## src/rtl/rv32i_pkg.sv

```systemverilog
// rv32i_pkg: RV32I opcodes, ALU op codes shared with the ALU, and the decoded bundle struct
package rv32i_pkg;
  localparam logic [6:0] OPC_OP = 7'h33;
  localparam logic [6:0] OPC_OP_IMM = 7'h13;
  localparam logic [6:0] OPC_LUI = 7'h37;
  localparam logic [6:0] OPC_BRANCH = 7'h63;
  typedef enum logic [5:0] {
    ALU_ADD = 6'h00, ALU_SUB = 6'h01, ALU_SLL = 6'h02, ALU_SLT = 6'h03,
    ALU_SLTU = 6'h04, ALU_XOR = 6'h05, ALU_SRL = 6'h06, ALU_SRA = 6'h07,
    ALU_OR = 6'h08, ALU_AND = 6'h09, ALU_ADDI = 6'h0A, ALU_SLLI = 6'h0B,
    ALU_SLTI = 6'h0C, ALU_SLTIU = 6'h0D, ALU_XORI = 6'h0E, ALU_SRLI = 6'h0F,
    ALU_ORI = 6'h10, ALU_ANDI = 6'h11, ALU_LUI = 6'h12,
    ALU_BEQ = 6'h1A, ALU_BNE = 6'h1B, ALU_BLT = 6'h1C, ALU_BGE = 6'h1D
  } alu_op_e;
  typedef struct packed {
    alu_op_e alu_cntrl;
    logic [31:0] imm_val;
    logic [4:0] shift_amount;
    logic [4:0] rs1_addr;
    logic [4:0] rs2_addr;
    logic [4:0] rd_addr;
    logic reg_write;
    logic is_branch;
    logic illegal;
  } decode_bundle_t;
endpackage

```

## src/rtl/rv32i_decode_stage_if.sv

```systemverilog
// rv32i_decode_stage_if: fetch-side (in_valid/in_ready/instr/flush) and execute-side (out_valid/out_ready + bundle, illegal_cnt) handshake bus
interface rv32i_decode_stage_if #(parameter int CNT_W = 16);
  logic in_valid;
  logic in_ready;
  logic [31:0] instr;
  logic flush;
  logic out_valid;
  logic out_ready;
  logic [5:0] alu_cntrl;
  logic [31:0] imm_val;
  logic [4:0] shift_amount;
  logic [4:0] rs1_addr;
  logic [4:0] rs2_addr;
  logic [4:0] rd_addr;
  logic reg_write;
  logic is_branch;
  logic illegal;
  logic [CNT_W-1:0] illegal_cnt;
  modport slave (
    input in_valid, instr, flush, out_ready,
    output in_ready, out_valid, alu_cntrl, imm_val, shift_amount, rs1_addr, rs2_addr, rd_addr,
    reg_write, is_branch, illegal, illegal_cnt
  );
  modport master (
    output in_valid, instr, flush, out_ready,
    input in_ready, out_valid, alu_cntrl, imm_val, shift_amount, rs1_addr, rs2_addr, rd_addr,
    reg_write, is_branch, illegal, illegal_cnt
  );
endinterface

```

## src/rtl/rv32i_decoder.sv

```systemverilog
// rv32i_decoder: combinational instr[31:0] -> decode_bundle_t, unsupported encodings flagged illegal with neutral controls
module rv32i_decoder
  import rv32i_pkg::*;
(
  input  logic [31:0]    instr,
  output decode_bundle_t bundle
);
  logic [6:0] f7;
  logic [2:0] f3;
  alu_op_e op;
  logic [31:0] imm;
  logic [4:0] sh;
  logic legal;
  logic br;
  assign f7 = instr[31:25];
  assign f3 = instr[14:12];
  always_comb begin
    op = ALU_ADD;
    imm = '0;
    sh = '0;
    legal = 1'b1;
    br = 1'b0;
    case (instr[6:0])
      OPC_OP:
        case ({f7, f3})
          {7'h00, 3'd0}: op = ALU_ADD;
          {7'h20, 3'd0}: op = ALU_SUB;
          {7'h00, 3'd1}: op = ALU_SLL;
          {7'h00, 3'd2}: op = ALU_SLT;
          {7'h00, 3'd3}: op = ALU_SLTU;
          {7'h00, 3'd4}: op = ALU_XOR;
          {7'h00, 3'd5}: op = ALU_SRL;
          {7'h20, 3'd5}: op = ALU_SRA;
          {7'h00, 3'd6}: op = ALU_OR;
          {7'h00, 3'd7}: op = ALU_AND;
          default: legal = 1'b0;
        endcase
      OPC_OP_IMM: begin
        imm = {{20{instr[31]}}, instr[31:20]};
        sh = (f3 == 3'd1 || f3 == 3'd5) ? instr[24:20] : 5'd0;
        case (f3)
          3'd0: op = ALU_ADDI;
          3'd1: begin
            op = ALU_SLLI;
            legal = f7 == 7'h00;
          end
          3'd2: op = ALU_SLTI;
          3'd3: op = ALU_SLTIU;
          3'd4: op = ALU_XORI;
          3'd5: begin
            op = f7[5] ? ALU_SRA : ALU_SRLI;
            legal = f7 == 7'h00 || f7 == 7'h20;
          end
          3'd6: op = ALU_ORI;
          default: op = ALU_ANDI;
        endcase
      end
      OPC_LUI: begin
        op = ALU_LUI;
        imm = {12'h000, instr[31:12]};
      end
      OPC_BRANCH: begin
        br = 1'b1;
        imm = {{19{instr[31]}}, instr[31], instr[7], instr[30:25], instr[11:8], 1'b0};
        case (f3)
          3'd0: op = ALU_BEQ;
          3'd1: op = ALU_BNE;
          3'd4: op = ALU_BLT;
          3'd5: op = ALU_BGE;
          default: legal = 1'b0;
        endcase
      end
      default: legal = 1'b0;
    endcase
    bundle = '0;
    bundle.alu_cntrl = legal ? op : ALU_ADD;
    bundle.imm_val = legal ? imm : 32'h0;
    bundle.shift_amount = legal ? sh : 5'd0;
    bundle.rs1_addr = instr[19:15];
    bundle.rs2_addr = instr[24:20];
    bundle.rd_addr = instr[11:7];
    bundle.reg_write = legal & ~br & (|instr[11:7]);
    bundle.is_branch = legal & br;
    bundle.illegal = ~legal;
  end
endmodule

```

## src/rtl/rv32i_decode_stage.sv

```systemverilog
// rv32i_decode_stage: clk, rst_n (async low), bus.slave; decoder + output register + skid entry, flush, saturating illegal counter
module rv32i_decode_stage
  import rv32i_pkg::*;
#(
  parameter int CNT_W = 16
) (
  input logic clk,
  input logic rst_n,
  rv32i_decode_stage_if.slave bus
);
  decode_bundle_t dec;
  decode_bundle_t out_b;
  decode_bundle_t skid_b;
  logic out_valid;
  logic skid_valid;
  logic [CNT_W-1:0] cnt;
  logic drain;
  logic in_fire;
  logic out_fire;
  rv32i_decoder u_dec (
    .instr (bus.instr),
    .bundle(dec)
  );
  assign out_fire = out_valid & bus.out_ready;
  assign drain = ~out_valid | bus.out_ready;
  assign in_fire = bus.in_valid & ~skid_valid;
  always_ff @(posedge clk or negedge rst_n) begin
    if (!rst_n) begin
      out_valid <= 1'b0;
      skid_valid <= 1'b0;
      out_b <= '0;
      skid_b <= '0;
      cnt <= '0;
    end else begin
      if (out_fire && out_b.illegal && !(&cnt)) cnt <= cnt + CNT_W'(1);
      if (bus.flush) begin
        out_valid <= 1'b0;
        skid_valid <= 1'b0;
      end else if (drain) begin
        if (skid_valid) begin
          out_b <= skid_b;
          out_valid <= 1'b1;
          skid_valid <= 1'b0;
        end else begin
          out_valid <= in_fire;
          if (in_fire) out_b <= dec;
        end
      end else if (in_fire) begin
        skid_b <= dec;
        skid_valid <= 1'b1;
      end
    end
  end
  assign bus.in_ready = ~skid_valid;
  assign bus.out_valid = out_valid;
  assign bus.alu_cntrl = out_b.alu_cntrl;
  assign bus.imm_val = out_b.imm_val;
  assign bus.shift_amount = out_b.shift_amount;
  assign bus.rs1_addr = out_b.rs1_addr;
  assign bus.rs2_addr = out_b.rs2_addr;
  assign bus.rd_addr = out_b.rd_addr;
  assign bus.reg_write = out_b.reg_write;
  assign bus.is_branch = out_b.is_branch;
  assign bus.illegal = out_b.illegal;
  assign bus.illegal_cnt = cnt;
endmodule

```

## src/flat_wrapper.sv

```systemverilog
// flat-port wrapper written by rule: the top's interface ports become plain ports
module rv32i_decode_stage_flat import rv32i_pkg::*;
#(
  parameter int CNT_W = 16
)
  (clk, rst_n, bus_in_valid, bus_instr, bus_flush, bus_out_ready, bus_in_ready, bus_out_valid, bus_alu_cntrl, bus_imm_val, bus_shift_amount, bus_rs1_addr, bus_rs2_addr, bus_rd_addr, bus_reg_write, bus_is_branch, bus_illegal, bus_illegal_cnt);
  rv32i_decode_stage_if #(.CNT_W(CNT_W)) bus_i ();
  input logic clk;
  input logic rst_n;
  input wire logic [$bits(bus_i.in_valid)-1:0] bus_in_valid;
  input wire logic [$bits(bus_i.instr)-1:0] bus_instr;
  input wire logic [$bits(bus_i.flush)-1:0] bus_flush;
  input wire logic [$bits(bus_i.out_ready)-1:0] bus_out_ready;
  output wire logic [$bits(bus_i.in_ready)-1:0] bus_in_ready;
  output wire logic [$bits(bus_i.out_valid)-1:0] bus_out_valid;
  output wire logic [$bits(bus_i.alu_cntrl)-1:0] bus_alu_cntrl;
  output wire logic [$bits(bus_i.imm_val)-1:0] bus_imm_val;
  output wire logic [$bits(bus_i.shift_amount)-1:0] bus_shift_amount;
  output wire logic [$bits(bus_i.rs1_addr)-1:0] bus_rs1_addr;
  output wire logic [$bits(bus_i.rs2_addr)-1:0] bus_rs2_addr;
  output wire logic [$bits(bus_i.rd_addr)-1:0] bus_rd_addr;
  output wire logic [$bits(bus_i.reg_write)-1:0] bus_reg_write;
  output wire logic [$bits(bus_i.is_branch)-1:0] bus_is_branch;
  output wire logic [$bits(bus_i.illegal)-1:0] bus_illegal;
  output wire logic [$bits(bus_i.illegal_cnt)-1:0] bus_illegal_cnt;
  assign bus_i.in_valid = bus_in_valid;
  assign bus_i.instr = bus_instr;
  assign bus_i.flush = bus_flush;
  assign bus_i.out_ready = bus_out_ready;
  assign bus_in_ready = bus_i.in_ready;
  assign bus_out_valid = bus_i.out_valid;
  assign bus_alu_cntrl = bus_i.alu_cntrl;
  assign bus_imm_val = bus_i.imm_val;
  assign bus_shift_amount = bus_i.shift_amount;
  assign bus_rs1_addr = bus_i.rs1_addr;
  assign bus_rs2_addr = bus_i.rs2_addr;
  assign bus_rd_addr = bus_i.rd_addr;
  assign bus_reg_write = bus_i.reg_write;
  assign bus_is_branch = bus_i.is_branch;
  assign bus_illegal = bus_i.illegal;
  assign bus_illegal_cnt = bus_i.illegal_cnt;
  rv32i_decode_stage #(.CNT_W(CNT_W)) u_core (.clk(clk), .rst_n(rst_n), .bus(bus_i));
endmodule
```

## config.mk

```make
export PLATFORM = sky130hd
export DESIGN_NAME = rv32i_decode_stage_flat
export DESIGN_NICKNAME = d
export VERILOG_FILES = /design/src/rtl/rv32i_pkg.sv /design/src/rtl/rv32i_decode_stage_if.sv /design/src/rtl/rv32i_decoder.sv /design/src/rtl/rv32i_decode_stage.sv /design/src/flat_wrapper.sv
export SDC_FILE = /design/constraint.sdc
export NUM_CORES = 1
export LEC_CHECK = 0
export CAP_MARGIN = 20
export CORE_AREA = 2 2 108 110
export CTS_CLUSTER_SIZE = 12
export DETAILED_ROUTE_END_ITERATION = 12
export DIE_AREA = 0 0 110 112
export PLACE_DENSITY = 0.79
export SLEW_MARGIN = 20
export SYNTH_ARGS = -nofsm -noshare
export SYNTH_HDL_FRONTEND = slang
export SYNTH_SLANG_ARGS = --single-unit
export TNS_END_PERCENT = 1
```

## constraint.sdc

```tcl
create_clock -name clk -period 1.98 [get_ports clk]
set_input_delay 0.396 -clock clk [delete_from_list [all_inputs] [get_ports clk]]
set_output_delay 0.396 -clock clk [all_outputs]
set_load 0.05 [all_outputs]
```

# After elaboration in Yosys (flattened, before gate mapping)
# Cells that the tools add are included.
# classes
n_addsub	1
eq_ne	20
mux	24
n_bitwise	12
n_reduce_logical	17
# ops
op	n
$mux 61	2
$pmux 32 s3	1
$eq 10x3->1 const B	4
$pmux 5 s4	2
$pmux 4 s9	1
$pmux 5 s7	1
$mux 32	1
$eq 7x6->1 const B	3
$eq 10x2->1 const B	2
$eq 10x9->1 const B	2
$add 16x1->16 const B	1
$reduce_and 16->1	1
$mux 5	3
$eq 10x1->1 const B	1
$logic_not 10->1	1
$reduce_or 10->1	1
$eq 3x3->1 const B	3
$mux 1	9
$eq 7x5->1 const B	1
$eq 7x7->1 const B	1
$logic_not 7->1	1
$eq 3x2->1 const B	2
$mux 6	1
$not 1->1	6
15 further kinds	23
# totals
ff_bits	140
in_bits	37
out_inout_bits	79
word_cells	95

# Depth between registers and ports, before layout
# logic_depth
ltp_word	8
mapped_depth	8
ltp_nobuf	5

# Hierarchy
# A second synthesis with hierarchy kept.
# hier_totals
cells_unflattened	667
area_unflattened_um2	7260.7
# by_module_without_submodules
mod	instances	cells_per_inst	area_per_inst_um2	seq_area_each_um2
rv32i_decode_stage	1	475	5963.2	3503.4
rv32i_decoder	1	192	1297.5	0.0

# Worst setup path before layout
# OpenSTA, ideal clock, no wires.
# synth_path
kind	in2reg
from	input port bus_instr[5]
to	register u_core.out_b (netlist bit u_core.bus.illegal)
setup_ns	0.126
t_arrival_ns	1.850
required_time_ns	1.854
slack_ns	0.004
cell_stages	7
path_buffers	2
path_cell_list	buf_2 > or3b_1 > clkbuf_1 > nor2_1 > a21o_4 > nor2_1 > a221o_1
# synth_between
elab_chain_cells	5
elab_cells_between_ends	8
classes_between	eq/ne (4); mux (3); bitwise (1)
# synth_lines
item	line_no	rtl
start, declared	flat_wrapper.sv:11	input wire logic [$bits(bus_i.instr)-1:0] bus_instr;
$eq 7x7->1 (tied with other cells)	rv32i_decoder.sv:23	case (instr[6:0])
$pmux 1 s4 *	rv32i_decoder.sv:23	
$not 1->1 *	rv32i_decoder.sv:84	bundle.illegal = ~legal;
$mux 61 *	rv32i_decode_stage.sv:46	if (in_fire) out_b <= dec;
$mux 61 *	rv32i_decode_stage.sv:40	if (skid_valid) begin
end signal, assigned	rv32i_decode_stage.sv:41	out_b <= skid_b;
end, declared	rv32i_decode_stage.sv:12	decode_bundle_t out_b;
# Mark *: on every way between the ends. The rest lies on a longest branch, timed or not. The select of a mux whose other input is x is not followed.
# A chain may end at the register's enable or synchronous reset.

# Worst setup path after layout
# layout_path
from	input port bus_instr[26]
to	register u_core.out_b (netlist bit u_core.bus.illegal)
# layout_between
elab_chain_cells	7
elab_cells_between_ends	20
classes_between	eq/ne (10); mux (5); bitwise (1); reduce/logical (4)
# layout_lines
item	line_no	rtl
$eq 10x3->1 (tied with other cells)	rv32i_decoder.sv:25	case ({f7, f3})
$reduce_or 10->1 (no line) / $logic_or 1x1->1 (equally long branches)	--	
$mux 1 / $pmux 1 s2 (equally long branches)	rv32i_decoder.sv:25, rv32i_decoder.sv:41	
$pmux 1 s4 *	rv32i_decoder.sv:23	
$not 1->1 *	rv32i_decoder.sv:84	
$mux 61 *	rv32i_decode_stage.sv:46	
$mux 61 *	rv32i_decode_stage.sv:40	
# Marked as above.

==> impl_results.md <==
- Max IR drop VDD: 0.738 mV
- Final Max Slew Viols: 0
- Post-synth EDFFs: 0
- Commonest non-fill, non-tap cell in the layout: dfrtp_1
- Yosys warns: 0
- Worst path required time: 2.27 ns
- Drt first-iter violations: 474
- Total CTS buffers: 17
- Most frequent cells in the layout: dfrtp_1, buf_4, nand2_1
- GRT Residual Overflow: 0
- Via/cell ratio: 5.86
- TritonRoute pass-1 iters: 5
- Worst-path clk slew: 0.05 ns
- Power density cells: 895 nW/um2
- Slew Limit Headroom: 0.617
- GRT Total Usage: 0.290
- Hold WC Path Type: flip-flop to flip-flop
- Initial antenna violation count: 0
- WP data arrival: 2.26 ns
- Fin crit share: 0.995
- Clock Path Buffers: 2
- Measured slew at the worst slew-check pin: 0.570 ns
- Initial Util: 0.508
- CTS root buf: clkbuf_16
- Antenna Nets Post-Route: 0
- Final WL: 16900 um
- #FFs+latches synth: 116
- Worst Skew: 0.00526 ns
- GPL Wtd Cong: 0.998
- Layout cells sized above 1: 0.290
- H-Tree Depth: 4
- Total Die Area: 12300 um2
- DIE WIDTH: 110 um
- Max Cap Viol: 0
- Remaining DRCs: 0
- Startpoint types: input port
- Post-Syn Instances: 566
- Clock sinks: 116
- I/O pin cnt: 116
- WHS: 0.477 ns
- LEAKAGE: 3.81 nW
- CTS tree: built
- Layout Nets: 771
- Final setup violating endpoints: 0
- Vias: 5203
- Synthesized area: 5680 um2
- # rows: 39
- Status: finished, final reports clean
- Asr flop ratio synth: 1.00
- Fmax: 508 MHz
- Clk_lat worst skew: 0.41 ns
- Buffers on Ports: 114
- Largest net degree at the start of global routing: 44
- Die height: 112 um
- HPWL Detailed: 11600 um
- Critical Path Sink Type: flip-flop
- Area delta synth->final: 41.3%
- DP Area: 7240 um2
- Final min period: 1.97 ns
- Post-synthesis sequential area ratio: 0.511
- RSZ-0062 raised after global routing: yes
- Vias in the first global route: 5145
- Average size of a mapped cell: 10.0 um2
- Global-route wire length before repair: 27100 um
- Wire per inst: 19.1 um
- Final hold violation count: 0
- Library cells used by synthesis: 65
- Post-synth net total: 604
- CP Class: input port to flip-flop
- Worst-path fanout max: 4
- Design Area, Final: 8020 um2
- Ant. Diodes: 0
- Top_reg_cell synth: dfrtp_1
- Core Util, Final: 0.718
- Core box area: 11200 um2
==> state kept, by name, indices dropped and copies added (netlist names) <==
name and flops:
u_core.bus.rd_addr 5, u_core.bus.is_branch 1, u_core.bus.rs1_addr 5, u_core.bus.illegal_cnt 16
u_core.bus.illegal 1, u_core.bus.imm_val 21, u_core.skid_b 49, u_core.skid_valid 1
u_core.bus.reg_write 1, u_core.bus.shift_amount 5, u_core.bus.alu_cntrl 5, u_core.bus.rs2_addr 5
u_core.bus.out_valid 1
==> kinds of logic after synthesis <==
group	after synthesis	share of synthesized area
fa+ha+maj	1	0.00220
buf+inv	53	0.0489
compound gates	167	0.189
simple gates	179	0.161
xor+xnor	17	0.0262
flops	116	0.511
other cells	1	0.000661
mux	32	0.0602
==> layer usage <==
| metal | GRT usage | part of all wire | up-vias |
|---|---|---|---|
| li1 | - | - | 2346 |
| met1 | 0.373 | 0.39 | 2570 |
| met2 | 0.464 | 0.50 | 246 |
| met3 | 0.0732 | 0.073 | 41 |
| met4 | 0.117 | 0.034 | 0 |
| met5 | 0 | 0 | - |
==> layout make-up <==
| class | count | area, um2 |
|---|---|---|
| Clock buffer | 20 | 447 |
| Clock inverter | 11 | 88.8 |
| Fill cell | 805 | 3150 |
| Inverter | 3 | 11.3 |
| Multi-Input combinational cell | 398 | 2590 |
| Sequential cell | 116 | 2900 |
| Tap cell | 143 | 179 |
| Timing Repair Buffer | 197 | 1810 |
==> worst paths after layout <==
path	start	to	slack, ns	depth (start not counted)
worst min register to register	u_core.bus.rd_addr[3]$_DFFE_PN0P_	u_core.bus.rd_addr[3]$_DFFE_PN0P_	0.48	2
worst max-delay path	bus_instr[26]	u_core.bus.illegal$_DFFE_PN0P_	0.01	8
max in group asynchronous	rst_n	u_core.bus.illegal_cnt[3]$_DFFE_PN0P_	0.79	3
min in group asynchronous	rst_n	u_core.skid_b[11]$_DFFE_PN0P_	0.51	2
worst max register to register	u_core.bus.out_valid$_DFFE_PN0N_	u_core.bus.rs1_addr[1]$_DFFE_PN0P_	0.14	6
worst min-delay path	u_core.bus.rd_addr[3]$_DFFE_PN0P_	u_core.bus.rd_addr[3]$_DFFE_PN0P_	0.48	2
==> repair_timing <==
action	4_1_cts	5_1_grt
hold endpoints to repair	5	0
setup endpoints to repair	90	66
gates cloned	3	0
buffers inserted	6	2
gates resized for setup	46	23
hold buffers	1	0
pin swaps	5	5
==> Yosys cell counts, types with 2 or more instances <==
cell type | instances | area (um2)
a21oi_1 | 50 | 250
a22oi_1 | 10 | 75.1
a31oi_1 | 2 | 12.5
and3_1 | 17 | 106
and4_1 | 2 | 17.5
buf_1 | 5 | 18.8
buf_2 | 3 | 15.0
buf_4 | 14 | 105
buf_6 | 3 | 33.8
clkbuf_1 | 25 | 93.8
dfrtp_1 | 116 | 2900
inv_1 | 3 | 11.3
mux2_2 | 17 | 191
mux2i_1 | 15 | 150
nand2_1 | 69 | 259
nand2b_1 | 3 | 18.8
nand3_1 | 11 | 55.1
nand3b_1 | 4 | 30.0
nand4_1 | 6 | 37.5
nor2_1 | 30 | 113
nor2b_1 | 6 | 37.5
nor3_1 | 9 | 45.0
nor3b_1 | 3 | 22.5
o21a_1 | 2 | 15.0
o21ai_0 | 38 | 190
o21ai_1 | 17 | 85.1
o21ai_2 | 10 | 87.6
o22ai_1 | 10 | 62.6
o22ai_2 | 6 | 75.1
o2bb2ai_1 | 4 | 35.0
o31ai_1 | 3 | 22.5
or2_2 | 5 | 31.3
xnor2_1 | 11 | 96.3
xor2_1 | 6 | 52.6
==> metrics by stage <==
| stage | setup slack (ns) | TNS, ns | std cells | power (mW) |
|---|---|---|---|---|
| finish | 0.0105 | 0 | 888 | 7.18 |
| global route | -0.00979 | -0.0214 | 888 | 7.44 |
| CTS | 0.00129 | 0 | 886 | 7.19 |
| detailed placement | -0.694 | -42.84 | 845 | 4.43 |
| global placement | -0.612 | -38.84 | 845 | 4.39 |
| floorplan | 0.00384 | 0 | 566 | 3.76 |
==> power by group <==
part / switching [mW] / internal, mW / leakage (nW)
sequential: 0.175 / 2.62 / 1.52
combinational: 1.02 / 0.561 / 2.03
clock: 1.07 / 1.73 / 0.265
total: 2.27 / 4.91 / 3.81
==> worst max-delay path, cell delays in order <==
cell	delay (ns)
dlygate4sd2_1	0.24
or4_4	0.56
buf_6	0.15
nor4b_4	0.28
buf_12	0.16
buf_4	0.10
nor2_1	0.05
a221o_1	0.33
No activity file was read; power rests on OpenSTA's default activity.
